**config.mk**
```make
export PLATFORM = sky130hd
export DESIGN_NAME = spi_cmd_decoder
export DESIGN_NICKNAME = d
export VERILOG_FILES = /design/src/rtl/spi_cmd_decoder.sv
export SDC_FILE = /design/constraint.sdc
export NUM_CORES = 1
export LEC_CHECK = 0
export ABC_CLOCK_PERIOD_IN_PS = 4000
export BUFFER_PORTS_ARGS = -buffer_cell sky130_fd_sc_hd__buf_4
export CAP_MARGIN = 20
export CORE_AREA = 2 2 138 140
export DETAILED_ROUTE_END_ITERATION = 8
export DIE_AREA = 0 0 140 142
export PLACE_DENSITY_LB_ADDON = 0.3
export SLEW_MARGIN = 20
export SYNTH_ARGS = -nofsm -noshare
export SYNTH_HDL_FRONTEND = slang
export SYNTH_SLANG_ARGS = --single-unit
```
**constraint.sdc**
```tcl
create_clock -name clk_i -period 4 [get_ports clk_i]
set_input_delay 0.4 -clock clk_i [delete_from_list [all_inputs] [get_ports clk_i]]
set_output_delay 0.4 -clock clk_i [all_outputs]
set_load 0.02 [all_outputs]
```
**src/rtl/spi_cmd_decoder.sv**
```systemverilog
// spi_cmd_decoder: takes 64-bit frames from the SPI slave word port and runs them as
// register-bus commands (NOP / write / read). It then builds the response word that the
// host shifts out during its next transaction.
// Ports:
//   clk_i, rst_i                 system clock, synchronous active-high reset
//   data_in_i, data_ready_i      frame and frame-valid pulse from the slave (sclk domain)
//   data_out_o                   response word {status, addr, seq, data}
//   wr_en_o/wr_addr_o/wr_data_o  one-cycle register write strobe
//   rd_req_o/rd_addr_o           read request, held until rd_ack_i or timeout
//   rd_ack_i/rd_data_i           read completion
//   frame_count_o, err_count_o, overrun_count_o  status counters
module spi_cmd_decoder #(
  parameter int unsigned data_length = 64,
  parameter int unsigned rd_timeout  = 255
) (
  input  logic                   clk_i,
  input  logic                   rst_i,
  input  logic [data_length-1:0] data_in_i,
  input  logic                   data_ready_i,
  output logic [data_length-1:0] data_out_o,
  output logic                   wr_en_o,
  output logic [7:0]             wr_addr_o,
  output logic [31:0]            wr_data_o,
  output logic                   rd_req_o,
  output logic [7:0]             rd_addr_o,
  input  logic                   rd_ack_i,
  input  logic [31:0]            rd_data_i,
  output logic [15:0]            frame_count_o,
  output logic [7:0]             err_count_o,
  output logic [7:0]             overrun_count_o
);

  typedef enum logic [2:0] {S_IDLE, S_DECODE, S_WRITE, S_READ, S_RESP} state_t;

  localparam logic [7:0] TIMER_LAST = 8'(rd_timeout - 1);

  state_t                 state_q, state_d;
  logic                   s1_q, s2_q, s3_q;
  logic [data_length-1:0] frame_q, frame_d;
  logic [7:0]             status_q, status_d;
  logic [31:0]            resp_q, resp_d;
  logic [7:0]             timer_q, timer_d;
  logic [15:0]            frame_cnt_q, frame_cnt_d;
  logic [7:0]             err_cnt_q, err_cnt_d;
  logic [7:0]             ovr_cnt_q, ovr_cnt_d;
  logic [data_length-1:0] data_out_q, data_out_d;
  logic                   wr_en_q, wr_en_d;
  logic [7:0]             wr_addr_q, wr_addr_d;
  logic [31:0]            wr_data_q, wr_data_d;
  logic                   rd_req_q, rd_req_d;
  logic [7:0]             rd_addr_q, rd_addr_d;

  // Rising edge of the synchronised frame-valid pulse; high for exactly one cycle.
  logic ready_edge;
  assign ready_edge = s2_q & ~s3_q;

  logic [7:0]  f_opcode;
  logic [7:0]  f_addr;
  logic [15:0] f_seq;
  logic [31:0] f_payload;
  assign f_opcode  = frame_q[63:56];
  assign f_addr    = frame_q[55:48];
  assign f_seq     = frame_q[47:32];
  assign f_payload = frame_q[31:0];

  always_comb begin
    state_d     = state_q;
    frame_d     = frame_q;
    status_d    = status_q;
    resp_d      = resp_q;
    timer_d     = timer_q;
    frame_cnt_d = frame_cnt_q;
    err_cnt_d   = err_cnt_q;
    ovr_cnt_d   = ovr_cnt_q;
    data_out_d  = data_out_q;
    wr_en_d     = 1'b0;
    wr_addr_d   = wr_addr_q;
    wr_data_d   = wr_data_q;
    rd_req_d    = 1'b0;
    rd_addr_d   = rd_addr_q;

    // A frame arriving while a command is in flight is dropped, not queued.
    if (ready_edge && (state_q != S_IDLE) && (ovr_cnt_q != 8'hFF)) begin
      ovr_cnt_d = ovr_cnt_q + 8'd1;
    end

    case (state_q)
      S_IDLE: begin
        if (ready_edge) begin
          frame_d     = data_in_i;
          frame_cnt_d = frame_cnt_q + 16'd1;
          state_d     = S_DECODE;
        end
      end
      S_DECODE: begin
        // wr_en/rd_req are registered, so they are set on entry to WRITE/READ.
        case (f_opcode)
          8'h01: begin
            state_d   = S_WRITE;
            wr_en_d   = 1'b1;
            wr_addr_d = f_addr;
            wr_data_d = f_payload;
            status_d  = 8'h00;
            resp_d    = f_payload;
          end
          8'h02: begin
            state_d   = S_READ;
            timer_d   = 8'd0;
            rd_req_d  = 1'b1;
            rd_addr_d = f_addr;
          end
          8'h00: begin
            state_d  = S_RESP;
            status_d = 8'h02;
            resp_d   = {16'h0, frame_cnt_q};
          end
          default: begin
            state_d  = S_RESP;
            status_d = 8'h80;
            resp_d   = 32'h0;
            if (err_cnt_q != 8'hFF) err_cnt_d = err_cnt_q + 8'd1;
          end
        endcase
      end
      S_WRITE: begin
        state_d = S_RESP;
      end
      S_READ: begin
        // Ack wins over a timeout landing in the same cycle.
        if (rd_ack_i) begin
          resp_d   = rd_data_i;
          status_d = 8'h01;
          state_d  = S_RESP;
        end else if (timer_q == TIMER_LAST) begin
          resp_d   = 32'h0;
          status_d = 8'h81;
          state_d  = S_RESP;
        end else begin
          timer_d  = timer_q + 8'd1;
          rd_req_d = 1'b1;
        end
      end
      S_RESP: begin
        data_out_d = {status_q, f_addr, f_seq, resp_q};
        state_d    = S_IDLE;
      end
      default: state_d = S_IDLE;
    endcase
  end

  always_ff @(posedge clk_i) begin
    if (rst_i) begin
      state_q     <= S_IDLE;
      s1_q        <= 1'b0;
      s2_q        <= 1'b0;
      s3_q        <= 1'b0;
      frame_q     <= '0;
      status_q    <= 8'h0;
      resp_q      <= 32'h0;
      timer_q     <= 8'h0;
      frame_cnt_q <= 16'h0;
      err_cnt_q   <= 8'h0;
      ovr_cnt_q   <= 8'h0;
      data_out_q  <= '0;
      wr_en_q     <= 1'b0;
      wr_addr_q   <= 8'h0;
      wr_data_q   <= 32'h0;
      rd_req_q    <= 1'b0;
      rd_addr_q   <= 8'h0;
    end else begin
      state_q     <= state_d;
      s1_q        <= data_ready_i;
      s2_q        <= s1_q;
      s3_q        <= s2_q;
      frame_q     <= frame_d;
      status_q    <= status_d;
      resp_q      <= resp_d;
      timer_q     <= timer_d;
      frame_cnt_q <= frame_cnt_d;
      err_cnt_q   <= err_cnt_d;
      ovr_cnt_q   <= ovr_cnt_d;
      data_out_q  <= data_out_d;
      wr_en_q     <= wr_en_d;
      wr_addr_q   <= wr_addr_d;
      wr_data_q   <= wr_data_d;
      rd_req_q    <= rd_req_d;
      rd_addr_q   <= rd_addr_d;
    end
  end

  assign data_out_o      = data_out_q;
  assign wr_en_o         = wr_en_q;
  assign wr_addr_o       = wr_addr_q;
  assign wr_data_o       = wr_data_q;
  assign rd_req_o        = rd_req_q;
  assign rd_addr_o       = rd_addr_q;
  assign frame_count_o   = frame_cnt_q;
  assign err_count_o     = err_cnt_q;
  assign overrun_count_o = ovr_cnt_q;

endmodule

```
==> key figures <==
Global route
  – First-pass GRT wire length: 44400 um
  – Largest net degree at the start of global routing: 110
  – Initial antenna violation count: 0
  – GR Overflow Total: 0
  – Vias in the first global route: 8991
  – All-Layer GR Usage: a little over a quarter

Clock network
  – Root buf cell: clkbuf_16
  – CTS tree: yes
  – Post-CTS Repair Setup Buffers: 0
  – Deepest clock path buffer count: 3
  – Clock sinks: about 250
  – Cts hold-fix bufs: 0
  – Clk_lat worst skew: 520 ps
  – CTS clk-pin slew, worst paths: about 60 ps
  – TritonCTS buffer count: 26
  – H-tree depth: 1
  – CTS resizes: 0

Finish
  – N_diodes: 0
  – Layout cells sized above 1: 22.5%
  – Commonest non-fill, non-tap cells in the layout: nand2_1 (379), buf_4 (257), dfxtp_1 (254)
  – Nets: 1518
  – Syn-to-layout area delta: 27.2%
  – # fillers: between 1500 and 2000
  – Commonest non-fill, non-tap cell in the layout: nand2_1
  – Layout Cells excl Fill: approximately 1700

Worst hold path
  – Worst hold start: data_ready_i
  – Worst Hold Class: input port to flip-flop
  – Hold depth: 2
  – WHS Endpoint: s1_q$_SDFF_PP0_

Timing
  – Period minus WS final: between 2000 and 3000 ps
  – RSZ-0062 raised after global routing: false
  – Fmax: about 360 MHz
  – Hold slack final: between 90 and 100 ps
  – Setup-failing EPs final: 0
  – Hold Vio Cnt, Final: 0
  – Final period util: 69.1%
  – Worst Clk Skew: 15.4 ps
  – Slew margin rel.: 36.2%
  – Worst Max-Slew Pin Slew: between 900 and 1000 ps
  – Fin. max-slew vios: 0
  – Setup tns final: 0 ps

Place
  – Detailed placement HPWL: ~18000 um
  – RD Place Congestion: between 0.8 and 0.9
  – Cells after DPL: 1619
  – PortBufs: 240

Route
  – Drt pass-1 iters: 9
  – DRC: 17
  – Final wirelength: about 28000 um
  – Number of DRC markers in iteration 0: between 700 and 800
  – Total number of vias: between 9000 and 10000
  – Post-DR wirelength/cell: ~17 um
  – ANT nets after route: 0
  – Routed vias/inst: about 5.7

Setup path
  – CP required: between 4000 and 5000 ps
  – RR Endpoint: resp_q[14]$_SDFFE_PP0P_
  – Setup crit end kind: flip-flop
  – CP Cell Sequence: nand3b_1 -> a211oi_1 -> buf_4 -> nor3_2 -> buf_4 -> a311oi_1
  – CP startpoint kind: flip-flop
  – Worst R2R Path Depth: 6
  – WP data arrival: about 3100 ps
  – Most Frequent Cell on Critical Path: buf_4
  – Slowest-stage cell, CP: nor3_2
  – Crit path max fanout: 24
  – CP peak stage delay: roughly 610 ps
  – RR Startpoint: state_q[2]$_SDFFE_PP0P_
  – R2r setup slk: 1240 ps
  – Kind of critical path: flip-flop to flip-flop
  – Stages on the worst setup path: 6
  – Crit path max-delay family: simple AND/OR/NAND/NOR gates
  – Buf+Inv Stages, Crit Path: 2

Run
  – Max cap viols: 0

Power
  – Max VDD drop: between 0.2 and 0.3 mV
  – Static Leakage: ~4.7 nW
  – Design Power: 5.29 mW
  – Cell Pwr Density: about 420 nW/um2

Floorplan
  – Starting Density: 54.0%
  – Die ar.: around 20000 um2
  – Number of I/O pins: about 250
  – Core Area: between 15000 and 20000 um2
  – Std-Cell Rows: 50
  – Die height: about 140 um
  – Die X: around 140 um

Yosys
  – Syn Area/Cell: 8.10 um2
  – Post-Syn Area: approximately 10000 um2
  – Synth unique cells: 47
  – Post-synth EDFFs: 0
  – Syn. warnings: 0
  – Sequential-to-total area share from yosys stat: about 50%
  – Synth Register Bits: 254
  – Asr flop ratio synth: 0%
  – Syn Inst Count: ~1200
  – Post-synth top flop: dfxtp_1

Outcome
  – Failing checks: design-rule violations
  – Status: finished with violations
-- flip-flops by register name, summed over array words and instances (netlist names), 16 cells and up --
register       cells
data_out_o        59
frame_count_o     16
frame_q           64
resp_q            32
wr_data_o         32
-- cell usage after synthesis, drive strengths merged (16+ instances only) --
cell	instances	area, um2
a311oi	16	140
a21oi	194	971
clkbuf	91	342
buf	17	86.3
dfxtp	254	5080
nor2	19	71.3
a211oi	17	128
nand2	381	1430
nand4	29	181
a31oi	33	206
a22oi	16	120
-- logic make-up (layout without fill, tap and decap cells) --
group	count (synthesis)	in the layout	share of synthesized area, %
adders and majority gates	5	5	0.627
AOI/OAI and AO/OA	322	322	19.0
DFF	254	254	51.0
other	1	5	0.0376
and+or+nand+nor	507	507	22.0
buffers and inverters	114	310	4.52
xor gates and xnor gates	10	10	0.878
muxes	18	18	1.98
-- per-stage QoR --
step	instance area (um2)	worst slack [ps]	util, %
2_1_floorplan	9990	2040	-
3_3_place_gp	11800	1440	64.1
3_5_place_dp	11800	1300	64.1
4_1_cts	12700	1260	68.8
5_1_grt	12700	991	68.8
6_report	12700	1240	68.8
-- layer usage --
metal	GRT usage [%]	routed length, um	up-vias
met3	4.44	2140	53
met2	45.8	13300	375
li1	-	-	4627
met5	0	0	-
met1	35.2	11700	4500
met4	9.36	807	0
-- report_power, final --
group          internal (mW)  total (mW)  switching [mW]
clock network           1.45        2.44           0.985
logic                  0.109       0.255           0.146
registers               2.57        2.59          0.0265
-- worst max-delay path by stage --
stage                                      to  slack [ps]               startpoint
2_1_floorplan  frame_count_o[14]$_SDFFE_PP0P_        2040  state_q[2]$_SDFFE_PP0P_
4_1_cts               resp_q[10]$_SDFFE_PP0P_        1260  state_q[2]$_SDFFE_PP0P_
3_3_place_gp         status_q[0]$_SDFFE_PP0P_        1440  state_q[2]$_SDFFE_PP0P_
5_1_grt               resp_q[14]$_SDFFE_PP0P_         990  state_q[2]$_SDFFE_PP0P_
3_5_place_dp           resp_q[5]$_SDFFE_PP0P_        1300  state_q[2]$_SDFFE_PP0P_
6_report              resp_q[14]$_SDFFE_PP0P_        1240  state_q[2]$_SDFFE_PP0P_
-- cell type report --
| type | count | area (um2) | share of cell area, % |
|---|---|---|---|
| flip-flops and latches | 254 | 5080 | 40.1 |
| clock buffers | 38 | 767 | 6.04 |
| repair buffers | 258 | 1940 | 15.3 |
| clock inverters | 8 | 93.8 | 0.739 |
| well taps | 234 | 293 | 2.31 |
| multi-input cells | 867 | 4490 | 35.4 |
| inverters | 6 | 22.5 | 0.177 |
No activity file was read; power rests on OpenSTA's default activity.
